File: config.mk
export PLATFORM = sky130hd
export DESIGN_NAME = mdu_seq
export DESIGN_NICKNAME = d
export VERILOG_FILES = /design/src/rtl/mdu_seq.sv
export SDC_FILE = /design/constraint.sdc
export NUM_CORES = 1
export LEC_CHECK = 0
export BUFFER_PORTS_ARGS = -buffer_cell sky130_fd_sc_hd__buf_2
export CAP_MARGIN = 20
export CORE_MARGIN = 2
export CORE_UTILIZATION = 49
export CTS_BUF_LIST = sky130_fd_sc_hd__clkbuf_4 sky130_fd_sc_hd__clkbuf_8 sky130_fd_sc_hd__clkbuf_16
export DETAILED_ROUTE_END_ITERATION = 6
export MAX_ROUTING_LAYER = met4
export PLACE_DENSITY = 0.87
export SLEW_MARGIN = 40
export SYNTH_ARGS = -nofsm -noshare
export SYNTH_HDL_FRONTEND = slang
export SYNTH_SLANG_ARGS = --single-unit
File: constraint.sdc
create_clock -name clk -period 3.3 [get_ports clk]
set_clock_uncertainty 0.15 [all_clocks]
set_input_delay 0.495 -clock clk [delete_from_list [all_inputs] [get_ports clk]]
set_output_delay 0.495 -clock clk [all_outputs]
set_load 0.1 [all_outputs]
File: src/rtl/mdu_seq.sv
// mdu_seq: EX-stage sequencer for multi-cycle multiply/divide units with HI/LO writeback
module mdu_seq #(
  parameter logic [31:0] DIV_ZERO_LO = 32'hFFFF_FFFF
) (
  input  logic        clk,
  input  logic        resetn,
  input  logic        flush,
  input  logic [5:0]  stall,
  input  logic        ex_op_valid,
  input  logic [1:0]  ex_op,
  input  logic [31:0] ex_src_a,
  input  logic [31:0] ex_src_b,
  output logic        mul_start,
  output logic        div_start,
  output logic        op_signed,
  output logic [31:0] op_a,
  output logic [31:0] op_b,
  output logic        unit_cancel,
  input  logic        mul_ready,
  input  logic        div_ready,
  input  logic [63:0] unit_result,
  output logic        stallreq_for_ex,
  output logic        hilo_we,
  output logic [31:0] hi_o,
  output logic [31:0] lo_o,
  output logic        busy
);
  typedef enum logic [1:0] {IDLE, MUL_WAIT, DIV_WAIT, DONE} state_t;
  state_t state, state_nx;
  logic [31:0] hi_r, lo_r, a_r, b_r;
  logic sgn_r, accept, is_div, div_zero, waiting, capture;
  logic stall_unused;
  assign stall_unused = ^{stall[5:4], stall[2:0]};
  // next-state and outputs; resetn gates accept so every output is 0 while in reset
  always_comb begin
    is_div = ex_op[1];
    div_zero = is_div && (ex_src_b == 32'd0);
    accept = resetn && (state == IDLE) && ex_op_valid && !flush;
    waiting = (state == MUL_WAIT) || (state == DIV_WAIT);
    capture = !flush && (((state == MUL_WAIT) && mul_ready) || ((state == DIV_WAIT) && div_ready));
    mul_start = accept && !is_div;
    div_start = accept && is_div && !div_zero;
    op_signed = accept ? ~ex_op[0] : sgn_r;
    op_a = accept ? ex_src_a : a_r;
    op_b = accept ? ex_src_b : b_r;
    unit_cancel = flush && waiting;
    stallreq_for_ex = accept || waiting;
    hilo_we = (state == DONE) && !flush;
    hi_o = hi_r;
    lo_o = lo_r;
    busy = state != IDLE;
    state_nx = state;
    if (flush) state_nx = IDLE;
    else if (state == IDLE) state_nx = !accept ? IDLE : div_zero ? DONE : is_div ? DIV_WAIT : MUL_WAIT;
    else if (waiting) state_nx = capture ? DONE : state;
    else state_nx = stall[3] ? DONE : IDLE;
  end
  // state register, operand latches and HI/LO result capture
  always_ff @(posedge clk or negedge resetn) begin
    if (!resetn) begin
      state <= IDLE;
      hi_r <= '0;
      lo_r <= '0;
      a_r <= '0;
      b_r <= '0;
      sgn_r <= 1'b0;
    end else begin
      state <= state_nx;
      if (accept) begin
        a_r <= ex_src_a;
        b_r <= ex_src_b;
        sgn_r <= ~ex_op[0];
      end
      if (accept && div_zero) begin
        hi_r <= ex_src_a;
        lo_r <= DIV_ZERO_LO;
      end else if (capture) begin
        {hi_r, lo_r} <= unit_result;
      end
    end
  end
endmodule
==> results_dict.tcl <==
set metrics [dict create \
    rows 38 \
    cts_root_buf "clkbuf_8" \
    post-dp-hpwl_um 12400 \
    placedCellCount 1015 \
    end_kind "primary output" \
    dr.pass1.iters 7 \
    synth_compound_area_share_pct 4.21 \
    synth.avg_cell_area_um2 8.70 \
    avgViaCountPerCell 5.42 \
    ioPinCount 277 \
    cts_buffer_depth 2 \
    hp-class "input port to register" \
    rsz0062_at_grt "no" \
    avgRoutedWirePerCell_um 17.5 \
    synth_edf_count 0 \
    hold_violations 0 \
    synthCells 632 \
    dr_total_vias 5693 \
    final_common_cell "nand2_1" \
    final_cell_mix "nand2_1, buf_2, dfrtp_1" \
    synthSimpleGateAreaFrac_pct 31.3 \
    period_minus_slack_ps 3220 \
    cap_violations 0 \
    numCtsBuffers 17 \
    final_cells 1051 \
    grt_pass1_vias 5595 \
    totalWireLength_um 18400 \
    synth_top_cell_area_share_pct 59.7 \
    yosysTopAreaCell "dfrtp_1" \
    holdCritStartpoint "unit_result[0]" \
    setup-violations-final 0 \
    start_kind "register" \
    synth_top_family_by_area "simple AND/OR/NAND/NOR gates" \
    portBuffers 271 \
    max_freq_mhz 311 \
    yosysSeqAreaShare_pct 59.7 \
    gr-total-overflow 0 \
    synth_mux_area_share_pct 0.182 \
    coreArea_um2 10900 \
    ant_nets 0 \
    synth_cell_types 27 \
    layout-drive-gt1-share_pct 35.7 \
    ys_seq_elements 131 \
    synth_fa_ha_area_share_pct 0.911 \
    r2r_start "state[0]" \
    synth_warnings 0 \
    final.period_utilization_pct 97.5 \
    ys.flop_type "dfrtp_1" \
    drc 0 \
    fin_nets 1043 \
    grt_max_degree 75 \
    multiInputGateArea_um2 2020 \
    cp.required_ps 2650 \
    cp.arrival_ps 2570 \
    synth_area_leaders "dfrtp_1, nand2_1, nor4_1" \
    cp-startpoint "state[0]" \
    grt_pass1_wl_um 27900 \
    clock_sinks 131 \
    slew_headroom_pct 53.6 \
    track_usage_pct 31.7 \
    fin_setup_tns_ps 0 \
    area_growth_pct 50.6 \
    status "completed" \
    ys_async_sr_fraction_pct 100 \
    die-height_um 110 \
    synth_nets 778 \
    die-area_um2 12100 \
    cts_htree_levels 4 \
    drt_iter0_markers 482 \
    synthXorXnorAreaFrac_pct 0 \
    fillers 704 \
    critical_path_class "register to primary output" \
    gp_congestion 0.902 \
    ff_latch_area_um2 3280 \
    clk_pin_slew_ps 60 \
    initial_core_util_pct 50.5 \
    cts_tree "built" \
    cp_max_fo 15 \
    clk_latency_ps 500 \
    slew_viol_final 0 \
    tightest_slew_ps 696 \
    fp.dieW_um 110 \
    antenna_found_initial 1 \
    syn_area_um2 5500 \
]
Yosys cell counts, drive strengths merged (2+ instances only):
master,count
dfrtp,131
a31oi,32
inv,3
o21ai,2
nor4,40
ha,4
nand2,322
nor2,7
clkbuf,33
nand3,33
nand4,2
buf,11
cell families after synthesis:
group	Yosys count
AO/OA/AOI/OAI	37
AND/OR/NAND/NOR	412
buffers and inverters	47
multiplexers	1
flip-flops	131
adder cells (fa/ha/maj)	4
metrics by stage:
| step | utilization (%) | cell area, µm² | hold WS [ps] | setup slack, ps |
|---|---|---|---|---|
| 3_3_place_gp | 70.2 | 7640 | 169 | 669 |
| 2_1_floorplan | - | 5500 | 49.4 | 100 |
| 6_report | 76.0 | 8280 | 44.6 | 81.0 |
| 4_1_cts | 75.5 | 8220 | 22.8 | 2.89 |
| 3_5_place_dp | 70.2 | 7640 | 168 | 613 |
| 5_1_grt | 76.0 | 8280 | 32.3 | 13.5 |
state kept, by name, summed over array words and instances, names as in the netlist:
| signal | flops |
|---|---|
| a_r | 32 |
| lo_o | 32 |
| hi_o | 32 |
| b_r | 32 |
| sgn_r | 1 |
| state | 2 |
final cells by class:
| class | count | share of cell area [%] |
|---|---|---|
| Multi-Input combinational cell | 454 | 24.4 |
| Clock inverter | 13 | 1.48 |
| Antenna cell | 1 | 0.0302 |
| Timing Repair Buffer | 290 | 26.9 |
| Sequential cell | 131 | 39.6 |
| Clock buffer | 19 | 5.34 |
| Tap cell | 140 | 2.12 |
| Inverter | 3 | 0.136 |
worst paths after layout:
kind,endpoint,depth (start not counted),slack [ps]
max,op_a[21],7,80
max in group asynchronous,hi_o[31],4,1280
min reg2reg,a_r[11],2,320
max reg2reg,hi_o[22],7,580
min in group asynchronous,state[1],2,230
min,lo_o[0],3,40
what timing repair did:
item                                    CTS  global route
endpoints found under the setup margin    2            27
pin swaps                                 0             1
gates resized for setup                   2            15
setup buffers                             0             2
hold endpoints to repair                  9             0
hold buffers                              1             0
worst max-delay path, stage by stage (launching register included):
cell and delay, ps:
dfrtp_1 440, inv_1 140, ha_1 280, and4b_4 380, buf_4 250, nand2_1 70
nand2_1 70, buf_2 430
per-layer routing:
layer  vias to the layer above  GRT usage, %  share of wire (%)
met4                         0          11.6                2.4
met1                      2712          37.6                 38
met3                        41          7.17                7.9
met5                         -             -                  0
met2                       337          53.0                 51
li1                       2603             -                  -
Power is left out: the tool's default activity adds up to more than one toggle a clock period on the data nets, which glitch-free logic cannot reach.
